### src/rtl/pipelined_addsub.sv
// pipelined_addsub
//   Parametrised, pipelined add/subtract unit. The WIDTH-bit carry chain is
//   split into STAGES equal chunks of CHUNK bits; stage k resolves chunk k
//   using the carry registered by stage k-1. Operands that are not yet
//   consumed travel up the pipe in skew registers. Resolved result chunks
//   travel alongside in deskew registers. Every stage shifts together under a
//   single valid/ready advance condition.
//
// Parameters
//   WIDTH   operand/result width in bits
//   STAGES  number of pipeline stages (= latency); must divide WIDTH
//
// Ports
//   clk        clock, rising edge
//   rst        asynchronous active-high reset
//   in_valid   operand beat valid
//   in_ready   unit can accept a beat this cycle
//   A, B       operands
//   cin        carry-in (add) / borrow-in (sub)
//   op_sub     0: A+B+cin   1: A-B-cin
//   out_valid  result beat valid
//   out_ready  downstream accepts result
//   sum        result (modulo 2^WIDTH)
//   cout       carry out of MSB (sub: 1 = no borrow)
//   ovf        signed two's-complement overflow
//   zero       sum == 0
module pipelined_addsub #(
  parameter int unsigned WIDTH  = 32,
  parameter int unsigned STAGES = 4
) (
  input  logic             clk,
  input  logic             rst,
  input  logic             in_valid,
  output logic             in_ready,
  input  logic [WIDTH-1:0] A,
  input  logic [WIDTH-1:0] B,
  input  logic             cin,
  input  logic             op_sub,
  output logic             out_valid,
  input  logic             out_ready,
  output logic [WIDTH-1:0] sum,
  output logic             cout,
  output logic             ovf,
  output logic             zero
);

  localparam int unsigned CHUNK = WIDTH / STAGES;
  localparam int unsigned CW    = CHUNK + 1;

  if (STAGES < 1 || (WIDTH % STAGES) != 0) begin : g_param_check
    $error("pipelined_addsub: STAGES must be >= 1 and divide WIDTH");
  end

  // Whole pipe moves in lock-step: a slot may be overwritten whenever the
  // output slot is empty or is being consumed this cycle.
  logic advance;
  assign advance   = ~out_valid | out_ready;
  assign in_ready  = advance;

  // Subtraction as A + ~B + ~cin.
  logic [WIDTH-1:0] bx;
  logic             c0;
  assign bx = op_sub ? ~B : B;
  assign c0 = op_sub ? ~cin : cin;

  for (genvar k = 0; k < STAGES; k++) begin : g_stg
    // LO: result bits already resolved before this stage.
    // UP: operand bits still unresolved on entry (including this chunk).
    localparam int unsigned LO = k * CHUNK;
    localparam int unsigned UP = WIDTH - LO;

    logic                v_in;
    logic                c_in;
    logic [UP-1:0]       a_in;
    logic [UP-1:0]       bx_in;
    logic [CHUNK:0]      chunk_sum;
    logic [LO+CHUNK-1:0] res_d;
    logic [LO+CHUNK-1:0] res_q;
    logic                v_q;
    logic                c_q;

    if (k == 0) begin : g_head
      assign v_in  = in_valid;
      assign c_in  = c0;
      assign a_in  = A;
      assign bx_in = bx;
      assign res_d = chunk_sum[CHUNK-1:0];
    end else begin : g_body
      assign v_in  = g_stg[k-1].v_q;
      assign c_in  = g_stg[k-1].c_q;
      assign a_in  = g_stg[k-1].g_skew.a_q;
      assign bx_in = g_stg[k-1].g_skew.bx_q;
      assign res_d = {chunk_sum[CHUNK-1:0], g_stg[k-1].res_q};
    end

    assign chunk_sum = {1'b0, a_in[CHUNK-1:0]} + {1'b0, bx_in[CHUNK-1:0]} + CW'(c_in);

    always_ff @(posedge clk or posedge rst) begin
      if (rst) begin
        v_q   <= 1'b0;
        c_q   <= 1'b0;
        res_q <= '0;
      end else if (advance) begin
        v_q   <= v_in;
        c_q   <= chunk_sum[CHUNK];
        res_q <= res_d;
      end
    end

    if (UP > CHUNK) begin : g_skew
      // Upper operand chunks not yet consumed ride along with the beat.
      logic [UP-CHUNK-1:0] a_q;
      logic [UP-CHUNK-1:0] bx_q;

      always_ff @(posedge clk or posedge rst) begin
        if (rst) begin
          a_q  <= '0;
          bx_q <= '0;
        end else if (advance) begin
          a_q  <= a_in[UP-1:CHUNK];
          bx_q <= bx_in[UP-1:CHUNK];
        end
      end
    end else begin : g_tail
      // Final stage: the top chunk carries the operand sign bits, so the
      // overflow and zero flags are formed here and registered with the sum.
      logic ovf_d;
      logic zero_d;
      logic ovf_q;
      logic zero_q;

      assign ovf_d  = (a_in[CHUNK-1] == bx_in[CHUNK-1]) &&
                      (chunk_sum[CHUNK-1] != a_in[CHUNK-1]);
      assign zero_d = ~|res_d;

      always_ff @(posedge clk or posedge rst) begin
        if (rst) begin
          ovf_q  <= 1'b0;
          zero_q <= 1'b0;
        end else if (advance) begin
          ovf_q  <= ovf_d;
          zero_q <= zero_d;
        end
      end
    end
  end

  assign out_valid = g_stg[STAGES-1].v_q;
  assign sum       = g_stg[STAGES-1].res_q;
  assign cout      = g_stg[STAGES-1].c_q;
  assign ovf       = g_stg[STAGES-1].g_tail.ovf_q;
  assign zero      = g_stg[STAGES-1].g_tail.zero_q;

endmodule

### config.mk
export PLATFORM = sky130hd
export DESIGN_NAME = pipelined_addsub
export DESIGN_NICKNAME = d
export VERILOG_FILES = /design/src/rtl/pipelined_addsub.sv
export SDC_FILE = /design/constraint.sdc
export NUM_CORES = 1
export LEC_CHECK = 0
export BUFFER_PORTS_ARGS = -buffer_cell sky130_fd_sc_hd__buf_2
export CAP_MARGIN = 20
export CORE_MARGIN = 5
export CORE_UTILIZATION = 62
export CTS_CLUSTER_SIZE = 28
export DETAILED_ROUTE_END_ITERATION = 6
export GPL_ROUTABILITY_DRIVEN = 0
export PLACE_DENSITY = 0.82
export SLEW_MARGIN = 20
export SYNTH_ARGS = -nofsm -noshare
export SYNTH_HDL_FRONTEND = slang
export SYNTH_SLANG_ARGS = --single-unit
### constraint.sdc
create_clock -name clk -period 16.5 [get_ports clk]
set_input_delay 4.125 -clock clk [delete_from_list [all_inputs] [get_ports clk]]
set_output_delay 4.125 -clock clk [all_outputs]
set_load 0.05 [all_outputs]
==> impl_metrics.json <==
{
  "status": "finished, final reports clean",
  "reg2reg_slack_ns": 13.57,
  "synth_edf_count": 0,
  "worst_ep_arrival_time_ns": 5.79,
  "period_share_pct": 60.1,
  "dp_hpwl_mm": 11.0,
  "ys_types": 38,
  "crit_slowest_cell": "inv_4",
  "crit_chain": "buf_2 -> nor2b_4 -> buf_4 -> buf_16 -> inv_4 -> buf_2",
  "syn_inst": 930,
  "fmax_mhz": 101,
  "cts_buffers": 17,
  "row_count": 42,
  "maxSlewViolCount": 0,
  "finalWirelength_mm": 16.8,
  "ios": 107,
  "p_sw_uw": 837,
  "cts_root_buffer": "clkbuf_16",
  "fp.dieH_um": 127,
  "whs_endpoint": "sum[1]",
  "rsz0062_at_grt": "no",
  "critPathMaxStageDelay_ns": 0.61,
  "cts_hold_buf": 0,
  "p_leak_nw": 5.02,
  "wl_met1_mm": 8.06,
  "netlist_area_mm2": 0.00843,
  "final.fill_count": 993,
  "route.detailed.drc": 0,
  "io_buffers": 106,
  "synthTopCellsByCount": "nand2_1 (428), dfrtp_1 (186), o21ai_0 (44)",
  "cp-end-kind": "output pin",
  "clock_power_share_pct": 20.8,
  "grt_first_pass_wirelength_mm": 28.4,
  "drive_gt1_share_pct": 14.4,
  "yosys.area.top_type_share_pct": 55.2,
  "ir_drop_mv": 0.153,
  "cpMostUsedCell": "buf_2",
  "ctsHtreeMaxLevel": 4,
  "min_period_ns": 9.92,
  "die_area_mm2": 0.0160,
  "clockBufferDepth": 2,
  "initial_core_util_pct": 63.4,
  "wl_met3_um": 782,
  "area_growth_pct": 14.9,
  "avgRoutedWirePerCell_um": 14.0,
  "firstDrtPassIters": 5,
  "hp-start": "sum[1]",
  "timing.rr.start": "out_valid",
  "cts_setup_buffers": 0,
  "relSlewSlack_pct": 36.6,
  "avgSynthCellArea_um2": 9.07,
  "finish.utilization_pct": 72.8,
  "swShare_pct": 41.0,
  "seq_area_frac_synth_pct": 55.2,
  "core_area_mm2": 0.0133,
  "rr_worst_depth": 6,
  "whs_path_depth": 2,
  "grt_pass1_vias": 5910,
  "comb_power_share_pct": 40.8,
  "cp_max_fo": 81,
  "setup_violations": 0,
  "yosysTopAreaCell": "dfrtp_1",
  "nNetsFinal": 1122,
  "clock_sinks": 186,
  "pwr-share-seq_pct": 38.4,
  "async_flop_share_pct": 100,
  "drt_iter0_markers": 618,
  "die_w_um": 127,
  "gr-usage-all-layers_pct": 22.0,
  "synth-main-ff-cell": "dfrtp_1",
  "setup_tns_ns": 0,
  "yosysWarnings": 0,
  "synth.top_cells.by_area": "dfrtp_1 (55%), nand2_1 (19%), ha_1 (4.2%)",
  "cts-resized-gates": 0,
  "p_int_mw": 1.21,
  "vias_per_cell": 5.14,
  "worstMarginPinSlew_ns": 0.952,
  "timing.rr.end": "sum[30]",
  "synth_fp_nets": 1036,
  "clock-skew-final_ns": 0.00657,
  "top_layer": "met4",
  "grt-ovfl-total": 0,
  "yosysMostFrequentCell": "nand2_1",
  "cts_tree": "built",
  "cts.clk_slew.worst_paths_ns": 0.06,
  "vias": 6194,
  "antenna_found_initial": 0,
  "wl_met2_mm": 7.67,
  "cp-start-kind": "input pin",
  "startpoint": "out_ready",
  "hp-class": "reg -> reg",
  "diodes": 0,
  "clock_latency_ns": 0.43,
  "ant_nets": 0,
  "hold_violations": 0,
  "grt_max_degree": 118,
  "ys_ff_latch": 186,
  "crit_type": "in -> out",
  "p_per_area_mw_per_mm2": 211,
  "cp.required_ns": 12.38,
  "maxCapViolCount": 0
}
worst max path at each step:
| stage | to | slack [ns] | cells after the start |
|---|---|---|---|
| after floorplan | cout | 7.32 | 1 |
| after global placement | in_ready | 6.26 | 5 |
| after detailed placement | in_ready | 6.27 | 5 |
| after CTS | in_ready | 6.27 | 5 |
| after global routing | in_ready | 6.45 | 6 |
| final | in_ready | 6.58 | 6 |
layout by cell type (no fill, tap or decap), types with 4 or more instances in the layout:
cell       count
o21a_1         7
o21bai_1       6
a31oi_1        4
a21o_1         4
dfrtp_1      186
clkbuf_16     17
xnor2_1       35
nand2_1      428
nor2_1        30
o21ai_0       44
inv_1         18
fa_1           8
clkbuf_8       6
nor3_1        10
ha_1          28
xor2_1        13
o31ai_1       11
nor4_1         6
buf_2        106
a21oi_1       13
nand3_1        5
layout make-up:
cell class / instances / area [µm²] / area share, %
flip-flops and latches: 186 / 4650 / 48.1
multi-input cells: 680 / 3510 / 36.2
repair buffers: 111 / 592 / 6.11
clock buffers: 26 / 519 / 5.36
well taps: 176 / 220 / 2.27
clock inverters: 6 / 108 / 1.11
inverters: 20 / 82.6 / 0.853
metal layers:
metal,GRT usage (%),up-vias
li1,-,3145
met1,32.7,2879
met2,32.5,144
met3,4.37,26
met4,7.89,0
met5,0,-
state kept, by name (all words and copies together), names as in the netlist:
name               count
out_valid              1
g_stg.g_skew.bx_q     48
g_stg.c_q              3
cout                   1
g_stg.res_q           48
sum                   32
ovf                    1
zero                   1
g_stg.v_q              3
g_stg.g_skew.a_q      48
metrics by stage:
stage	cells	area [µm²]	setup slack [ns]	total power, mW	hold WS, ns
5_1_grt	1205	9690	6.45	2.19	0.487
4_1_cts	1204	9650	6.27	2.05	0.465
3_3_place_gp	1172	9030	6.26	1.58	0.442
6_report	1205	9690	6.58	2.05	0.460
3_5_place_dp	1172	9030	6.27	1.61	0.450
2_1_floorplan	930	8430	7.32	1.41	0.430
power groups by stage:
stage          Sequential, mW  Clock, mW  Combinational [mW]
6_report                0.785      0.425               0.835
5_1_grt                 0.811      0.450               0.932
4_1_cts                 0.785      0.432               0.834
3_5_place_dp            0.790          0               0.824
3_3_place_gp            0.783          0               0.800
2_1_floorplan           0.905          0               0.504
worst max-delay path: cells and delay by family:
family	cells	cell delay, ns
AND/OR/NAND/NOR	1	0.03
buffers and inverters	5	1.59
cells by family after synthesis:
group                    count (synthesis)  synth area share [%]
buffers and inverters                   64                  3.25
adder cells (fa/ha/maj)                 36                  6.06
XOR/XNOR                                48                  4.99
flip-flops                             186                  55.2
AO/OA/AOI/OAI                          104                  7.61
AND/OR/NAND/NOR                        491                  22.8
multiplexers                             1                 0.134
(Power assumes the default switching activity.)
